--- src/rtl/fft8_pkg.sv ---
// Shared constants and lane-ordering helper for the 8-point FFT datapath.
package fft8_pkg;

  localparam int N_POINTS = 8;
  localparam int IDX_W    = 3;
  localparam int SAMPLE_W = 8;

  // Reverse the three bits of a sample index (decimation-in-time ordering).
  function automatic logic [IDX_W-1:0] bitrev3(input logic [IDX_W-1:0] n);
    return {n[0], n[1], n[2]};
  endfunction

endpackage

--- src/rtl/fft8_frame_bank.sv ---
// One 8-lane sample register bank; written one lane per cycle, read in parallel.
module fft8_frame_bank
  import fft8_pkg::*;
#(
  parameter int WIDTH = SAMPLE_W
) (
  input  logic                      clk,
  input  logic                      reset,
  input  logic                      we,
  input  logic [IDX_W-1:0]          addr,
  input  logic [WIDTH-1:0]          wdata,
  output logic [N_POINTS*WIDTH-1:0] lanes
);

  logic [WIDTH-1:0] mem [N_POINTS];

  // Lane storage: cleared by reset, otherwise written at the addressed lane.
  always_ff @(posedge clk or posedge reset) begin
    if (reset) begin
      for (int i = 0; i < N_POINTS; i++) mem[i] <= '0;
    end else if (we) begin
      mem[addr] <= wdata;
    end
  end

  for (genvar g = 0; g < N_POINTS; g++) begin : g_lane
    assign lanes[g*WIDTH +: WIDTH] = mem[g];
  end

endmodule

--- src/rtl/fft8_input_framer.sv ---
// Serial-to-parallel framer: assembles 8-sample frames into ping-pong banks
// and presents the oldest complete frame on x0..x7 with valid/ready.
module fft8_input_framer
  import fft8_pkg::*;
#(
  parameter int WIDTH       = SAMPLE_W,
  parameter bit BIT_REVERSE = 1'b0
) (
  input  logic             clk,
  input  logic             reset,
  input  logic             s_valid,
  output logic             s_ready,
  input  logic [WIDTH-1:0] s_data,
  input  logic             s_sof,
  output logic             frame_valid,
  input  logic             frame_ready,
  output logic [WIDTH-1:0] x0,
  output logic [WIDTH-1:0] x1,
  output logic [WIDTH-1:0] x2,
  output logic [WIDTH-1:0] x3,
  output logic [WIDTH-1:0] x4,
  output logic [WIDTH-1:0] x5,
  output logic [WIDTH-1:0] x6,
  output logic [WIDTH-1:0] x7,
  output logic [7:0]       frame_count,
  output logic             sync_err
);

  logic [1:0]                full;
  logic                      wr_bank;
  logic                      rd_bank;
  logic [IDX_W-1:0]          idx;
  logic [IDX_W-1:0]          wr_idx;
  logic [IDX_W-1:0]          lane;
  logic                      accept;
  logic                      consume;
  logic                      resync;
  logic                      complete;
  logic [1:0]                set_full;
  logic [1:0]                clr_full;
  logic [N_POINTS*WIDTH-1:0] lanes_0;
  logic [N_POINTS*WIDTH-1:0] lanes_1;
  logic [N_POINTS*WIDTH-1:0] rd_lanes;

  assign s_ready     = ~full[wr_bank];
  assign frame_valid = full[rd_bank];
  assign accept      = s_valid & s_ready;
  assign consume     = frame_valid & frame_ready;

  // A start-of-frame mid-frame restarts the frame: the sample lands at index 0.
  assign resync   = accept & s_sof & (idx != '0);
  assign wr_idx   = resync ? '0 : idx;
  assign lane     = BIT_REVERSE ? bitrev3(wr_idx) : wr_idx;
  assign complete = accept & ~resync & (idx == 3'd7);

  // Fill and drain always target different banks, so set and clear never collide.
  assign set_full = complete ? (wr_bank ? 2'b10 : 2'b01) : 2'b00;
  assign clr_full = consume  ? (rd_bank ? 2'b10 : 2'b01) : 2'b00;

  fft8_frame_bank #(.WIDTH(WIDTH)) u_bank_0 (
    .clk   (clk),
    .reset (reset),
    .we    (accept & ~wr_bank),
    .addr  (lane),
    .wdata (s_data),
    .lanes (lanes_0)
  );

  fft8_frame_bank #(.WIDTH(WIDTH)) u_bank_1 (
    .clk   (clk),
    .reset (reset),
    .we    (accept & wr_bank),
    .addr  (lane),
    .wdata (s_data),
    .lanes (lanes_1)
  );

  // Control state: sample index, bank pointers, full flags, counters.
  always_ff @(posedge clk or posedge reset) begin
    if (reset) begin
      full        <= 2'b00;
      wr_bank     <= 1'b0;
      rd_bank     <= 1'b0;
      idx         <= '0;
      frame_count <= 8'd0;
      sync_err    <= 1'b0;
    end else begin
      full     <= (full & ~clr_full) | set_full;
      sync_err <= resync;
      if (accept) idx <= resync ? 3'd1 : idx + 3'd1;
      if (complete) wr_bank <= ~wr_bank;
      if (consume) begin
        rd_bank     <= ~rd_bank;
        frame_count <= frame_count + 8'd1;
      end
    end
  end

  assign rd_lanes = rd_bank ? lanes_1 : lanes_0;
  assign x0 = rd_lanes[0*WIDTH +: WIDTH];
  assign x1 = rd_lanes[1*WIDTH +: WIDTH];
  assign x2 = rd_lanes[2*WIDTH +: WIDTH];
  assign x3 = rd_lanes[3*WIDTH +: WIDTH];
  assign x4 = rd_lanes[4*WIDTH +: WIDTH];
  assign x5 = rd_lanes[5*WIDTH +: WIDTH];
  assign x6 = rd_lanes[6*WIDTH +: WIDTH];
  assign x7 = rd_lanes[7*WIDTH +: WIDTH];

endmodule

--- config.mk ---
export PLATFORM = sky130hd
export DESIGN_NAME = fft8_input_framer
export DESIGN_NICKNAME = d
export VERILOG_FILES = /design/src/rtl/fft8_pkg.sv /design/src/rtl/fft8_frame_bank.sv /design/src/rtl/fft8_input_framer.sv
export SDC_FILE = /design/constraint.sdc
export NUM_CORES = 1
export LEC_CHECK = 0
export CORE_MARGIN = 2
export CORE_UTILIZATION = 55
export DETAILED_ROUTE_END_ITERATION = 16
export PLACE_DENSITY = 0.91
export SLEW_MARGIN = 20
export SYNTH_ARGS = -nofsm -noshare
export SYNTH_HDL_FRONTEND = slang
export SYNTH_SLANG_ARGS = --single-unit
--- constraint.sdc ---
create_clock -name clk -period 4.95 [get_ports clk]
set_input_delay 0.495 -clock clk [delete_from_list [all_inputs] [get_ports clk]]
set_output_delay 0.495 -clock clk [all_outputs]
set_load 0.05 [all_outputs]
======== Word-level counts from Yosys, hierarchy flattened ========
Cells that the tools add are included.
storage, ports and cells
  word-level logic and storage cells ...... 62
  memory bits (writable) .................. 0
  latch bits .............................. 0
  ROM bits ................................ 0
  memories ................................ 0
  flip-flop bits (word level) ............. 144
  output and inout port bits .............. 75
  input port bits ......................... 13
cells by class
  order comparisons ....................... 4
  reductions and logical operators ........ 2
  bitwise logic cells ..................... 16
  multiplexer cells ....................... 15
  eq/ne operators ......................... 1
  divide/modulo/power cells ............... 0
  multipliers ............................. 0
  shifts and indexed selects .............. 0
  add/subtract/negate cells ............... 2
operators with widths
  kind                   number
  $bwmux W64             2
  $mux W64               1
  $demux W8 S3           1
  $add A8 B1 Y8 const B  1
  $and A1 B1 Y1          8
  $mux W2                4
  $mux W8                1
  $mux W3                2
  $ge A4 B4 Y1 const B   1
  $lt A1 B2 Y1 const B   2
  $lt A4 B1 Y1 const B   1
  $mux W1                4
  $not A1 Y1             4
  $not A3 Y4             1
  $add A3 B1 Y3 const B  1
  $eq A3 B3 Y1 const B   1
  $reduce_bool A3 Y1     1
  $and A2 B2 Y2          1
  $not A2 Y2             1
  $or A2 B2 Y2           1
  $logic_and A1 B1 Y1    1

======== Longest topological paths before layout ========
  word-level depth ........................ 13
  depth in mapped cells ................... 7
  mapped depth without buffers ............ 6

======== Hierarchy ========
Synthesis repeated with hierarchy kept, for this count alone.
unflattened totals
  cells, all modules ...................... 432
  area, all modules ....................... 6502.5 um2
by module, submodules not included
  module             times used  seq. area each (um2)  area an instance (um2)  cells an instance
  fft8_frame_bank    2           1601.5                2456.1                  144
  fft8_input_framer  1           400.4                 1590.3                  144

======== Worst setup path after synthesis ========
No wires, ideal clock.
  path kind ............................... register to register
  start ................................... register wr_bank
  end ..................................... register u_bank_0.mem, in the netlist u_bank_0.lanes[0]
  setup slack ............................. 2.624 ns
  setup time .............................. 0.125 ns
  clock period less this slack ............ 2.326 ns
  cell stages (with the launch flop) ...... 6
  required time ........................... 4.825 ns
  buffers on the path ..................... 1
  data arrival time ....................... 2.202 ns
  cells stage by stage .................... dfrtp_1 > buf_2 > mux2i_1 > a41o_1 > nand2_2 > mux2_2
on the way
  word-level cells in the longest chain between the ends .. 13
  elaborated cells on any way between the ends .. 16
  those cells by class .................... order compare: 2; mux: 6; bitwise: 7; reduce/logical: 1
ends and longest elaborated chain
  what                                                                       line                     text
  from (decl)                                                                fft8_input_framer.sv:30  logic wr_bank;
  from (signal assigned)                                                     fft8_input_framer.sv:91  if (complete) wr_bank <= ~wr_bank;
  $mux W1 (not written as such) * (2 in series)                              fft8_input_framer.sv:45  assign s_ready = ~full[wr_bank];
  $not A1 Y1 *                                                               fft8_input_framer.sv:45
  named net s_ready                                                          fft8_input_framer.sv:12  output logic s_ready,
  $and A1 B1 Y1 *                                                            fft8_input_framer.sv:47  assign accept = s_valid & s_ready;
  $and A1 B1 Y1 (2 in series)                                                fft8_input_framer.sv:51  assign resync = accept & s_sof & (idx != '0);
  $mux W3                                                                    fft8_input_framer.sv:52  assign wr_idx = resync ? '0 : idx;
  $not A3 Y4 (not written as such)                                           fft8_frame_bank.sv:22    mem[addr] <= wdata;
  $ge A4 B4 Y1 (not written as such) / $lt A4 B1 Y1 (equally long branches)  fft8_frame_bank.sv:22
  $logic_and A1 B1 Y1 (not written as such)                                  fft8_frame_bank.sv:22
  $mux W8 (not written as such)                                              fft8_frame_bank.sv:22
  $demux W8 S3                                                               fft8_frame_bank.sv:22
  $bwmux W64                                                                 fft8_frame_bank.sv:22
  to (signal, indexed assignment)                                            fft8_frame_bank.sv:22
  to (decl)                                                                  fft8_frame_bank.sv:15    logic [WIDTH-1:0] mem [N_POINTS];
The timed path passes the listed nets; every way through them passes the cells marked *. The select of a mux whose other input is x is not followed.
A chain may end at the register's enable or synchronous reset.

======== Final worst setup path ========
  start ................................... register rd_bank
  end ..................................... output x1[1]
on the way
  word-level cells in the longest chain between the ends .. 1
ends and longest elaborated chain
  what                    line                     text
  from (decl)             fft8_input_framer.sv:31  logic rd_bank;
  from (signal assigned)  fft8_input_framer.sv:93  rd_bank <= ~rd_bank;
  $mux W64                fft8_input_framer.sv:99  assign rd_lanes = rd_bank ? lanes_1 : lanes_0;
  to (decl)               fft8_input_framer.sv:18  output logic [WIDTH-1:0] x1,
Every way passes these cells.

==> impl_metrics.prom <==
# TYPE chip_impl_metric gauge
chip_impl_metric{name="vdd.ir_drop.worst",unit="mV"} 0.534
chip_impl_metric{name="cts_setup_buffers",unit=""} 0
chip_impl_metric{name="timing.reg2reg.worst_path_depth",unit=""} 6
chip_impl_metric{name="post-place-ws",unit="ns"} 1.98
chip_impl_metric{name="pin_count",unit=""} 88
chip_impl_metric{name="worst_margin_slew",unit="ns"} 1.07
chip_impl_metric{name="floorplan.rows",unit=""} 39
chip_impl_metric{name="place_area",unit="sq um"} 7410
chip_impl_metric{name="yosys_warnings",unit=""} 0
chip_impl_metric{name="ant_nets",unit=""} 0
chip_impl_metric{name="cts_made_buffers",unit=""} 17
chip_impl_metric{name="1st_pass_router_iterations",unit=""} 4
chip_impl_info{name="tritoncts",value="yes"} 1
chip_impl_metric{name="synth_async_sr_flop_share",unit=""} 1.00
chip_impl_info{name="synth_area_leader",value="sky130_fd_sc_hd__dfrtp_1"} 1
chip_impl_metric{name="seq_area_frac_synth",unit=""} 0.563
chip_impl_metric{name="grtUsageMet1",unit=""} 0.291
chip_impl_info{name="critPathLaunchType",value="register"} 1
chip_impl_metric{name="power.share.sequential",unit=""} 0.317
chip_impl_metric{name="report.power.total",unit="uW"} 5960
chip_impl_metric{name="pin_count_of_the_biggest_net_entering_global_routing",unit=""} 106
chip_impl_metric{name="grt_antenna_before_repair",unit=""} 0
chip_impl_metric{name="die_y",unit="microns"} 112
chip_impl_metric{name="cts_htree_levels",unit=""} 4
chip_impl_metric{name="netlist.area_leader.share",unit=""} 0.563
chip_impl_metric{name="syn-instance-count",unit=""} 438
chip_impl_info{name="top_usage_layer",value="met2"} 1
chip_impl_info{name="cts-root-buf",value="sky130_fd_sc_hd__clkbuf_16"} 1
chip_impl_metric{name="detail_route.drc_violations",unit=""} 0
chip_impl_metric{name="post-route-period-util",unit=""} 0.701
chip_impl_metric{name="data_required_critical_path",unit="ns"} 4.45
chip_impl_metric{name="power_frac_comb",unit=""} 0.470
chip_impl_metric{name="yosys.cell_types.count",unit=""} 32
chip_impl_metric{name="grt_remaining_overflow",unit=""} 0
chip_impl_metric{name="cell_area_after_synthesis",unit="sq um"} 6410
chip_impl_metric{name="power.internal",unit="uW"} 3540
chip_impl_metric{name="post_cts_resized",unit=""} 0
chip_impl_metric{name="syn-num-nets",unit=""} 455
chip_impl_metric{name="timing.clock.skew",unit="ns"} 0.00719
chip_impl_metric{name="area.growth.synth_to_final",unit="%"} 24.9
chip_impl_metric{name="worst_path_largest_cell_delay",unit="ns"} 1.07
chip_impl_metric{name="nets",unit=""} 545
chip_impl_metric{name="cts.clk_slew.worst_paths",unit="ns"} 0.06
chip_impl_metric{name="worst_ep_arrival",unit="ns"} 2.97
chip_impl_metric{name="place_inst",unit=""} 652
chip_impl_metric{name="grt_pass1_vias",unit=""} 4364
chip_impl_info{name="mostFrequentLayoutCells",value="sky130_fd_sc_hd__mux2_2 (191), sky130_fd_sc_hd__dfrtp_1 (143), sky130_fd_sc_hd__clkdlybuf4s50_1 (87)"} 1
chip_impl_info{name="top_cells_by_area_in_the_synthesized_netlist",value="sky130_fd_sc_hd__dfrtp_1 (56%), sky130_fd_sc_hd__mux2_2 (34%), sky130_fd_sc_hd__nor3_4 (1.0%), sky130_fd_sc_hd__nand2_1 (0.82%), sky130_fd_sc_hd__xnor2_1 (0.82%)"} 1
chip_impl_metric{name="p_clk_frac",unit=""} 0.213
chip_impl_metric{name="layout-drive-gt1-share",unit=""} 0.445
chip_impl_metric{name="largest_fanout_on_the_critical_path",unit=""} 44
chip_impl_info{name="run_status",value="finished clean"} 1
chip_impl_info{name="criticalPathCategory",value="reg2out"} 1
chip_impl_metric{name="core_area",unit="sq um"} 11400
chip_impl_metric{name="period_minus_slack",unit="ns"} 3.47
chip_impl_metric{name="post_cts_hold_buffer_count",unit=""} 0
chip_impl_metric{name="power_density",unit="nW/um^2"} 745
chip_impl_metric{name="cts.sinks",unit=""} 144
chip_impl_metric{name="grt_first_pass_wirelength",unit="microns"} 22400
chip_impl_metric{name="min_delay_path_depth",unit=""} 1
chip_impl_metric{name="detail_route.vias_per_cell",unit=""} 5.69
chip_impl_info{name="timing.hold.worst.class",value="reg2reg"} 1
chip_impl_info{name="ys_dominant_reg_cell",value="sky130_fd_sc_hd__dfrtp_1"} 1
chip_impl_metric{name="total_track_usage",unit=""} 0.232
chip_impl_metric{name="cts-root-to-sink-buffers",unit=""} 2
chip_impl_info{name="mostFrequentLayoutCell",value="sky130_fd_sc_hd__mux2_2"} 1
chip_impl_metric{name="netSwitchingFraction",unit=""} 0.406
chip_impl_metric{name="clk-insertion-delay-late",unit="ns"} 0.41
chip_impl_metric{name="die_width",unit="microns"} 112
chip_impl_metric{name="fin_ws",unit="ns"} 1.48
chip_impl_metric{name="finalHoldViolCount",unit=""} 0
chip_impl_info{name="rsz0062_at_grt",value="false"} 1
chip_impl_metric{name="routed_vias",unit=""} 3889
chip_impl_metric{name="routability_cong",unit=""} 0.770
chip_impl_metric{name="finalMaxSlewViolations",unit=""} 0
chip_impl_metric{name="report.final.setup_viol",unit=""} 0
chip_impl_info{name="endpoint_kind",value="output pin"} 1
chip_impl_metric{name="fmax",unit="MHz"} 288
chip_impl_metric{name="ys_seq_elements",unit=""} 144
chip_impl_metric{name="cellLeakagePower",unit="uW"} 0.00368
chip_impl_info{name="critical-path-slowest-cell",value="sky130_fd_sc_hd__dfrtp_2"} 1
chip_impl_metric{name="timing.slew.headroom",unit=""} 0.289
chip_impl_metric{name="routed_wirelength",unit="microns"} 13900
chip_impl_metric{name="timing.setup.tns",unit="ns"} 0
chip_impl_metric{name="die-area",unit="sq um"} 12500
chip_impl_metric{name="hpwl",unit="microns"} 8740
chip_impl_metric{name="met3_usage",unit=""} 0.0593
chip_impl_metric{name="io_buffers",unit=""} 87
chip_impl_metric{name="postSynthAreaPerCell",unit="sq um"} 14.6
chip_impl_metric{name="drt_iter0_markers",unit=""} 121
chip_impl_metric{name="layout.cells.non_filler",unit=""} 684
chip_impl_metric{name="fillCellCount",unit=""} 776
chip_impl_metric{name="maxCapViolCount",unit=""} 0
chip_impl_info{name="critical_path.cell_chain",value="buf_4 -> mux2_2 -> clkdlybuf4s50_1"} 1
chip_impl_metric{name="grt_met2_usage",unit=""} 0.387
chip_impl_metric{name="routedWlPerCell",unit="microns"} 20.3
chip_impl_metric{name="number_of_synthesized_flops_with_an_enable_pin",unit=""} 0
chip_impl_metric{name="reg2reg_slack",unit="ns"} 2.57
chip_impl_metric{name="power_switching",unit="uW"} 2420
chip_impl_metric{name="start_util",unit=""} 0.563
chip_impl_metric{name="final_design_area_no_fill",unit="sq um"} 8000
chip_impl_metric{name="insertedDiodeCount",unit=""} 0
logic make-up after synthesis:
| logic type | after synthesis | synth area share |
|---|---|---|
| compound gates | 11 | 0.0107 |
| xor+xnor | 8 | 0.0109 |
| fa+ha+maj | 4 | 0.00781 |
| buf+inv | 25 | 0.0158 |
| flops | 144 | 0.563 |
| mux | 195 | 0.342 |
| simple gates | 51 | 0.0498 |
worst paths after layout:
check,endpoint,start
min,frame_count[7],frame_count[7]
min in group asynchronous,rd_bank,reset
max reg2reg,u_bank_1.lanes[23],idx[0]
max,x1[1],rd_bank
max in group asynchronous,u_bank_0.lanes[15],reset
min reg2reg,frame_count[7],frame_count[7]
sequential cells by signal (all words and copies together) (netlist names):
register        flops
u_bank_0.lanes     64
idx                 3
sync_err            1
u_bank_1.lanes     64
wr_bank             1
full                2
rd_bank             1
frame_count         8
power by group through the flow:
stage	clock network, uW	logic, uW	registers [uW]
final	1270	2800	1890
after detailed placement	0	2790	1890
after global placement	0	2740	1860
after CTS	1270	2820	1890
after global routing	1330	2920	1940
after floorplan	0	2080	1790
worst max-delay path: cells and delay by family, from the launching register on:
| family | cells | cell delay [ns] |
|---|---|---|
| buf+inv | 2 | 1.08 |
| flops | 1 | 1.07 |
| mux | 1 | 0.38 |
metal layers:
layer	up-vias	routed length, microns	part of all wire
met5	-	0	0
met4	0	334	0.024
met3	27	511	0.037
met2	103	7040	0.51
met1	2011	5970	0.43
li1	1748	-	-
synthesized netlist by cell type, types with 3 or more instances:
library cell / instances
sky130_fd_sc_hd__nand2_1: 14
sky130_fd_sc_hd__xnor2_1: 6
sky130_fd_sc_hd__ha_1: 4
sky130_fd_sc_hd__buf_2: 3
sky130_fd_sc_hd__nor3_4: 4
sky130_fd_sc_hd__clkbuf_1: 13
sky130_fd_sc_hd__nand2_2: 5
sky130_fd_sc_hd__nand3_1: 6
sky130_fd_sc_hd__dfrtp_1: 144
sky130_fd_sc_hd__inv_1: 6
sky130_fd_sc_hd__o21ai_0: 5
sky130_fd_sc_hd__nor3_2: 4
sky130_fd_sc_hd__nor2_1: 8
sky130_fd_sc_hd__mux2_2: 191
stage by stage:
| step | util | hold slack [ns] |
|---|---|---|
| detailed placement | 0.651 | 0.468 |
| CTS | 0.704 | 0.476 |
| global route | 0.704 | 0.506 |
| finish | 0.704 | 0.471 |
| floorplan | - | 0.454 |
| global placement | 0.651 | 0.463 |
cell type report:
type	count	area (sq um)	share of cell area
sequential	144	3600	0.451
tap	143	179	0.0224
timing repair buffer	90	893	0.112
inverter	6	27.5	0.00344
multi-input combinational	269	2700	0.338
clock inverter	10	109	0.0136
clock buffer	22	484	0.0605
Note: power is estimated with default switching activity, not from simulation.
==> RTL change (config.mk and constraints unchanged) <==
Change the package constant `SAMPLE_W` from 8 to 10.
--- a/src/rtl/fft8_pkg.sv
+++ b/src/rtl/fft8_pkg.sv
@@ -3,7 +3,7 @@
 
   localparam int N_POINTS = 8;
   localparam int IDX_W    = 3;
-  localparam int SAMPLE_W = 8;
+  localparam int SAMPLE_W = 10;
 
   // Reverse the three bits of a sample index (decimation-in-time ordering).
   function automatic logic [IDX_W-1:0] bitrev3(input logic [IDX_W-1:0] n);
Interface: changed (9 resized); port bits go from 88 to 106. No check against the original RTL was run, so the function may have changed too.
==> RTL change against the unedited design <==
Power is 20% higher. Wire length is 22% higher. Synthesized cell count is 19% higher. Highest routed layer unchanged. Via count is 21% higher. Worst hold slack better by 0.0067 ns. Setup slack better by 0.28 ns. Utilization is 0.50 points lower. Sequential cell count is 32 higher. Register-to-register slack worse by 0.16 ns. Final area is 21% higher. Area after synthesis is 21% higher. Sequential power is 22% higher. Die area is 21% higher.
==> RTL change: results (changes against the unedited design) <==
status complete, no violations; Cell Area, Placed 8999 sq um (+22%); first-pass GRT wire length 26.92 mm (+20%); DR iter-0 viols 251 (+110%); syn nets 539 (+18%); ANT cells 0 (unchanged); Async S/R FF share, synth 100.0% (unchanged); Critical-path top delay cell dfrtp_4; Post-DP HPWL 10.81 mm (+24%); post-synthesis sequential area ratio 56.66% (+0.41 points); dominant cells by area after synthesis dfrtp_1 57%, mux2_2 35%, nor3_4 0.84%; CP Data Arrival Time 2.69 ns (-0.28 ns); Peak VDD IR 0.6293 mV (+18%); Worst-path clk slew 0.06 ns (about the same); IO buf count 105 (+21%); worst min path class in -> async; Crit path largest cell delay 0.78 ns (-0.29 ns); Mapped Cells 520 (+19%); worst-margin pin slew 0.9999 ns (-0.06685 ns); GPL Wtd Cong 0.8150 (+5.9%); placed cells 785 (+20%); Max Buffers Root-to-Sink 2 (unchanged); final WL 16.97 mm (+22%); DRT Pass-1 Iters 4 (unchanged); most common library cells after synthesis 241 x mux2_2, 176 x dfrtp_1, 16 x clkbuf_1, 15 x nand2_1, 8 x nor2_1; Finished Layout Cells 819 (+20%); P_leak 4.407 nW (+20%); Net Sw Frac 40.94% (+0.34 points); synth warn 0 (unchanged); share of layout cells above drive strength 1 45.85% (+1.3 points); GR Layer Usage met2 38.16% (-0.59 points); M1 GR Usage 32.89% (+3.8 points); vias 4697 (+21%); Worst Clk Skew 0.008196 ns (+0.001005 ns); CP Max Fanout 48 (+9.1%); CP delay by family, top buffers and inverters; final net count 645 (+18%); GR Util met3 5.019% (-0.92 points); largest net degree at the start of global routing 86 (-19%); buffer count from post-CTS setup fixing 0 (unchanged); Overflow after GRT 0 (unchanged); vias in the first global route 4978 (+14%); main flop type after synthesis dfrtp_1; GRT Resource Usage Total 23.99% (+0.83 points); initial antenna violation count 0 (unchanged)
==> RTL change: stage by stage <==
stage / hold WS [ns] / power [mW] / worst slack (ns)
floorplan: 0.4602 / 4.743 / 2.202
global route: 0.4911 / 7.465 / 1.677
detailed placement: 0.4633 / 5.752 / 2.094
finish: 0.4777 / 7.153 / 1.762
global placement: 0.4619 / 5.656 / 2.098
CTS: 0.4756 / 7.178 / 1.628
==> RTL change: cell type report <==
class,count,area (sq um)
flip-flops and latches,176,4408
fillers,891,4169
multi-input cells,317,3252
repair buffers,109,1131
clock buffers,18,429.2
well taps,180,225.2
clock inverters,14,190.2
inverters,5,22.52
==> RTL change: logic make-up (layout without fill, tap and decap cells) <==
logic type | Yosys count | count (layout) | synth area share, %
compound gates | 11 | 11 | 0.8853
xor+xnor | 8 | 8 | 0.9014
fa+ha+maj | 4 | 4 | 0.6438
buf+inv | 27 | 146 | 1.513
flops | 176 | 176 | 56.66
mux | 243 | 243 | 35.18
simple gates | 51 | 51 | 4.217
==> RTL change: metal layers <==
metal	routed length (microns)	share of wire, %
met5	0	0
met4	329	1.9
met3	764	4.5
met2	8391	49
met1	7487	44
==> RTL change: path summary, 6_finish.rpt <==
check                               start                  to  slack [ns]  depth (start not counted)
max                               rd_bank               x2[7]        1.76                          3
max in group asynchronous           reset  u_bank_0.lanes[16]        3.52                          4
min in group clk           frame_count[7]      frame_count[7]        0.48                          1
min reg2reg                frame_count[7]      frame_count[7]        0.48                          1
max reg2reg                        idx[0]  u_bank_1.lanes[19]        2.41                          6
min                                 reset  u_bank_0.lanes[54]        0.48                          2
==> RTL change: power groups by stage <==
stage / Clock, mW / Combinational, mW / Sequential, mW
after floorplan: 0 / 2.56 / 2.18
after global placement: 0 / 3.34 / 2.32
after detailed placement: 0 / 3.39 / 2.36
after CTS: 1.41 / 3.42 / 2.35
after global routing: 1.48 / 3.62 / 2.36
final: 1.40 / 3.46 / 2.30
